**src/rtl/port_b_reader.sv**
```systemverilog
// Read-only BRAM port-B burst initiator.
// Streams words from consecutive addresses over a valid/ready output.
module port_b_reader #(
  parameter int WIDTH = 16
) (
  input  logic             clk,
  input  logic             reset,
  input  logic             start,
  input  logic             abort,
  input  logic [WIDTH-1:0] base_addr,
  input  logic [WIDTH-1:0] length,
  output logic [WIDTH-1:0] addr_b,
  output logic             we_b,
  output logic [WIDTH-1:0] data_b,
  input  logic [WIDTH-1:0] q_b,
  output logic [WIDTH-1:0] out_data,
  output logic             out_valid,
  input  logic             out_ready,
  output logic             busy,
  output logic             done
);

  localparam logic [2:0] IDLE   = 3'd0;
  localparam logic [2:0] ISSUE  = 3'd1;
  localparam logic [2:0] WAIT   = 3'd2;
  localparam logic [2:0] VALID  = 3'd3;
  localparam logic [2:0] FINISH = 3'd4;

  localparam logic [WIDTH-1:0] ONE = WIDTH'(1);

  logic [2:0]       state;
  logic [WIDTH-1:0] cur_addr;
  logic [WIDTH-1:0] count;

  assign addr_b    = cur_addr;
  assign we_b      = 1'b0;
  assign data_b    = '0;
  assign out_valid = (state == VALID);
  assign busy      = (state == ISSUE) ||
                     (state == WAIT)  ||
                     (state == VALID);
  assign done      = (state == FINISH);

  always_ff @(posedge clk or negedge reset) begin
    if (!reset) begin
      state    <= IDLE;
      cur_addr <= '0;
      count    <= '0;
      out_data <= '0;
    end else begin
      case (state)
        IDLE: begin
          if (start) begin
            if (length != '0) begin
              cur_addr <= base_addr;
              count    <= length;
              state    <= ISSUE;
            end else begin
              state <= FINISH;
            end
          end
        end
        ISSUE: state <= abort ? IDLE : WAIT;
        WAIT: begin
          if (abort) begin
            state <= IDLE;
          end else begin
            out_data <= q_b;
            state    <= VALID;
          end
        end
        VALID: begin
          // a transfer landing with abort still counts as delivered
          if (out_ready) begin
            count    <= count - ONE;
            cur_addr <= cur_addr + ONE;
          end
          if (abort)
            state <= IDLE;
          else if (out_ready)
            state <= (count == ONE) ? FINISH : ISSUE;
        end
        FINISH: state <= IDLE;
        default: state <= IDLE;
      endcase
    end
  end

endmodule

```
**config.mk**
```make
export PLATFORM = sky130hd
export DESIGN_NAME = port_b_reader
export DESIGN_NICKNAME = d
export VERILOG_FILES = /design/src/rtl/port_b_reader.sv
export SDC_FILE = /design/constraint.sdc
export NUM_CORES = 1
export LEC_CHECK = 0
export CORE_MARGIN = 4
export CORE_UTILIZATION = 49
export DETAILED_ROUTE_END_ITERATION = 10
export HOLD_SLACK_MARGIN = 0.12
export PLACE_DENSITY = 0.83
export SETUP_SLACK_MARGIN = 0.05
export SLEW_MARGIN = 15
export SYNTH_ARGS = -nofsm -noshare
export SYNTH_HDL_FRONTEND = slang
export SYNTH_SLANG_ARGS = --single-unit
export TNS_END_PERCENT = 5
```
**constraint.sdc**
```tcl
create_clock -name clk -period 4.63 [get_ports clk]
set_clock_uncertainty 0.1 [all_clocks]
set_input_delay 0.926 -clock clk [delete_from_list [all_inputs] [get_ports clk]]
set_output_delay 0.926 -clock clk [all_outputs]
set_load 0.01 [all_outputs]
```
=== Word-level counts from Yosys, hierarchy flattened ===
Index checks and enable logic that the tools add are counted.

* Bits in registers: 51
* Input port bits: 53
* Output and inout bits: 52
* Logic and storage cells: 40

* Add/subtract/negate cells: 2
* Equal/unequal tests: 9
* Multiplexer cells: 16
* Bitwise gates (word level): 1
* Reductions and logical operators: 8

{| class="wikitable"
|+ Operators by type and width
! cell !! count
|-
| $mux 16 || 6
|-
| $pmux 16 s2 || 2
|-
| $add 16x1->16 const B || 1
|-
| $eq 16x1->1 const B || 1
|-
| $reduce_bool 16->1 || 1
|-
| $sub 16x1->16 const B || 1
|-
| $mux 3 || 5
|-
| $pmux 3 s4 || 1
|-
| $eq 3x2->1 const B || 2
|-
| $mux 2 || 2
|-
| $ne 2x2->1 const B || 2
|-
| $reduce_and 2->1 || 2
|-
| $reduce_and 4->1 || 1
|-
| $eq 3x1->1 const B || 1
|-
| $eq 3x3->1 const B || 1
|-
| $logic_not 3->1 || 1
|-
| $ne 3x2->1 const B || 1
|-
| $logic_or 1x1->1 || 2
|-
| $ne 2x1->1 const B || 1
|-
| $reduce_bool 2->1 || 1
|-
| $not 1->1 || 1
|}

=== Depth between registers and ports, before layout ===
* Depth in word-level cells: 5
* Mapped depth: 7
* Mapped depth without buffers: 6

=== Worst setup path after synthesis ===
OpenSTA, ideal clock, no wires.

* Kind: input-to-reg
* From: input port length[11]
* To: register count[0]
* Library setup time: 135 ps
* Arrival time: 2188 ps
* Path slack: 2207 ps
* Stages: 6
* Cells stage by stage: nor4_1 > nand4_1 > o41a_1 > clkbuf_1 > nand3_1 > o211ai_1

* Longest elaborated chain between the ends: 3

{| class="wikitable"
|+ RTL lines
! item !! line !! text
|-
| start: declaration || 11 || <nowiki>input logic [WIDTH-1:0] length,</nowiki>
|-
| $reduce_bool 16->1 || 54 || <nowiki>if (length != '0) begin</nowiki>
|-
| $ne 2x2->1 (no source line) || n/a ||
|-
| $reduce_and 4->1 (no source line) || n/a ||
|-
| end signal: assignment || 56 || <nowiki>count <= length;</nowiki>
|-
| end signal: assignment || 75 || <nowiki>count <= count - ONE;</nowiki>
|-
| end: declaration || 33 || <nowiki>logic [WIDTH-1:0] count;</nowiki>
|}

No other way between the ends.
A chain may end at the register's enable or synchronous reset.

=== Worst setup path after layout ===
* From: input port length[3]
* To: register cur_addr[4], in the netlist addr_b[4]

* Longest elaborated chain between the ends: 3

{| class="wikitable"
|+ RTL lines
! item !! line !! text
|-
| $reduce_bool 16->1 || 54 ||
|-
| $ne 2x2->1 (no source line) || n/a ||
|-
| $reduce_and 4->1 (no source line) || n/a ||
|-
| end signal: assignment || 55 || <nowiki>cur_addr <= base_addr;</nowiki>
|-
| end signal: assignment || 76 || <nowiki>cur_addr <= cur_addr + ONE;</nowiki>
|-
| end: declaration || 32 || <nowiki>logic [WIDTH-1:0] cur_addr;</nowiki>
|}

No other way between the ends.

==> results.cfg <==
[run_status]
status = finished, final reports clean

[cells_and_area]
fin_area_sq_mm = 0.00391
seq_area_sq_mm = 0.00128
drive_gt1_share_pct = 10.1
synthToLayoutAreaGrowth_pct = 32.1
n_fill_cell = 481
multi_input_area_sq_mm = 0.00150
diodes = 0
final_cells = 472
nets = 452

[power]
pwr_density_cell_mw_per_mm2 = 588
p_leak_nw = 1.49
p_total_w = 0.00230
vdd_drop_max_uv = 368
p_sw_w = 0.000894
swShare_pct = 38.9
internal_power_w = 0.00140
p_seq_share_pct = 38.6
pwr-share-comb_pct = 47.3
p_clk_share_pct = 14.0

[placement]
place_area_sq_mm = 0.00379
dp.cells = 464
dpl_worst_slack_ps = 1020
globalplace.congestion = 0.834
dp.final_hpwl_mm = 5.65
portBuffers = 87

[logic_synthesis]
synthTopCellsByArea = dfrtp_1, mux2_2, a21oi_1, o21ai_0, buf_4
synth_top_area_cell = dfrtp_1
synth_enable_flop_cells = 0
synth_area_per_cell_sq_um = 9.27
ys_async_sr_fraction_pct = 100
synth_cell_type_count = 51
synth_cells = 319
synth.most_common_cell = dfrtp_1
synthTopCellsByCount = dfrtp_1, a21oi_1, o21ai_0
synth_ff_type = dfrtp_1
yosysSeqAreaShare_pct = 43.2
synth_seq_cells = 51
synth.top_cell.area_share_pct = 43.2
synth_area_sq_mm = 0.00296
ys_warn_count = 0

[global_routing]
grt_pass1_vias = 2672
grt_overflow_total = 0
grt_use_total_pct = 20.9
antenna_found_initial = 0
grt_max_degree = 55
grt_pass1_wl_mm = 12.4

[clock_network]
ctsRootBufferMaster = clkbuf_8
cts_resized = 0
clockBufferDepth = 2
cts_hold_buf = 0
tritoncts = done
post-cts-setup-buffers = 0
clock_latency_ps = 300
clk_pin_slew_ps = 90
cts_made_buffers = 5
cts-htree-levels = 2
clkSinkCount = 51

[timing]
fmax_ghz = 0.310
timing.setup.tns_ps = 0
setup_viol = 0
setup_ws_ps = 1410
worst_pin_slew_ps = 1040
hold_violations = 0
maxSlewHeadroom_pct = 30.7
rsz0062_at_grt = false
min_period_over_period_pct = 69.6
slew_violations = 0
period_minus_slack_ps = 3220

[setup_path]
critPathKind = in2reg
cp.required_ps = 4690
cp_cell_sequence = clkdlybuf4s50_1 > nor4_1 > nand4_1 > o41ai_4 > buf_4 > a21oi_1 > a2bb2oi_1
timing.rr.end = count[11]$_DFFE_PN0P_
timing.rr.start = state[2]$_DFFE_PN0P_
slowest_delay_ps = 630
start_kind = input pin
reg2reg_depth = 8
ff2ff_setup_slack_ps = 2030
setup.worst_path.end_class = flip-flop
crit_arrival_ps = 3280
crit_fanout = 20
critPathSlowestCell = o41ai_4

[min_path]
holdPathStages = 1
min_to = out_data[9]$_DFFE_PN0N_
hold_start = out_data[9]$_DFFE_PN0N_
hp-class = reg2reg

[drt]
ant_nets = 0
viasPerCell = 5.81
drc_errors = 0
post_drt_wl_per_cell_um = 16.5
first_pass_iters = 4
wirelength_mm = 7.78
vias = 2741
first_iter_violations = 169

[floorplanning]
die_w_um = 85.7
initial_core_util_pct = 50.2
die-area_sq_mm = 0.00734
core-area_sq_mm = 0.00589
die_h_um = 85.7
rows = 28
io_pins = 105

[run]
drv_cap = 0
## critical path: cells and delay by family
kind,cells,cell delay [ps]
AOI/OAI and AO/OA,3,850
buffers and inverters,2,770
and+or+nand+nor,2,730
## layout by cell type (no fill, tap or decap), types with 9 or more instances in the layout
cell / n
nor4_1: 13
mux2_2: 16
nand2_1: 24
clkdlybuf4s50_1: 86
conb_1: 17
o22ai_1: 9
a21oi_1: 33
nor2_1: 18
nand3_1: 13
o21ai_0: 30
dfrtp_1: 51
## metal layers
metal | vias up | wire length (um) | track usage (%)
met5 | - | 0 | 0
met3 | 13 | 460 | 4.80
li1 | 1311 | - | -
met4 | 0 | 111 | 6.91
met1 | 1323 | 3170 | 26.0
met2 | 94 | 4040 | 35.9
## power groups by stage
stage	Sequential (W)	Clock, W	Combinational [W]
2_1_floorplan	0.000893	0	0.000609
3_3_place_gp	0.000873	0	0.00105
3_5_place_dp	0.000887	0	0.00110
4_1_cts	0.000882	0.000326	0.00110
5_1_grt	0.000924	0.000347	0.00119
6_report	0.000887	0.000323	0.00109
## area by class of cell
class,count,area share [%]
Tap cell,75,2.40
Sequential cell,51,32.7
Multi-Input combinational cell,242,38.5
Timing Repair Buffer,91,22.9
Clock buffer,6,2.11
Clock inverter,2,0.897
Inverter,5,0.481
## state kept, by name, summed over array words and instances, names as in the netlist
name	cells
addr_b	16
out_data	16
count	16
state	3
## per-stage QoR
step / util [%] / hold WS [ps]
3_3_place_gp: 64.3 / 374
5_1_grt: 66.3 / 423
2_1_floorplan: - / 358
3_5_place_dp: 64.3 / 394
4_1_cts: 66.3 / 415
6_report: 66.3 / 412
## how the worst max path moves through the flow
stage,startpoint,endpoint
5_1_grt,length[3],addr_b[4]$_DFFE_PN0P_
6_report,length[3],addr_b[4]$_DFFE_PN0P_
4_1_cts,length[3],count[5]$_DFFE_PN0P_
2_1_floorplan,length[11],count[0]$_DFFE_PN0P_
3_3_place_gp,length[3],count[13]$_DFFE_PN0P_
3_5_place_dp,length[3],count[5]$_DFFE_PN0P_
## kinds of logic after synthesis
| group | synth area share [%] |
|---|---|
| buffers and inverters | 8.08 |
| adder cells (fa/ha/maj) | 1.27 |
| AO/OA/AOI/OAI | 23.4 |
| other | 0.127 |
| multiplexers | 6.43 |
| flip-flops | 43.2 |
| AND/OR/NAND/NOR | 17.5 |
No activity file was read; power rests on OpenSTA's default activity.
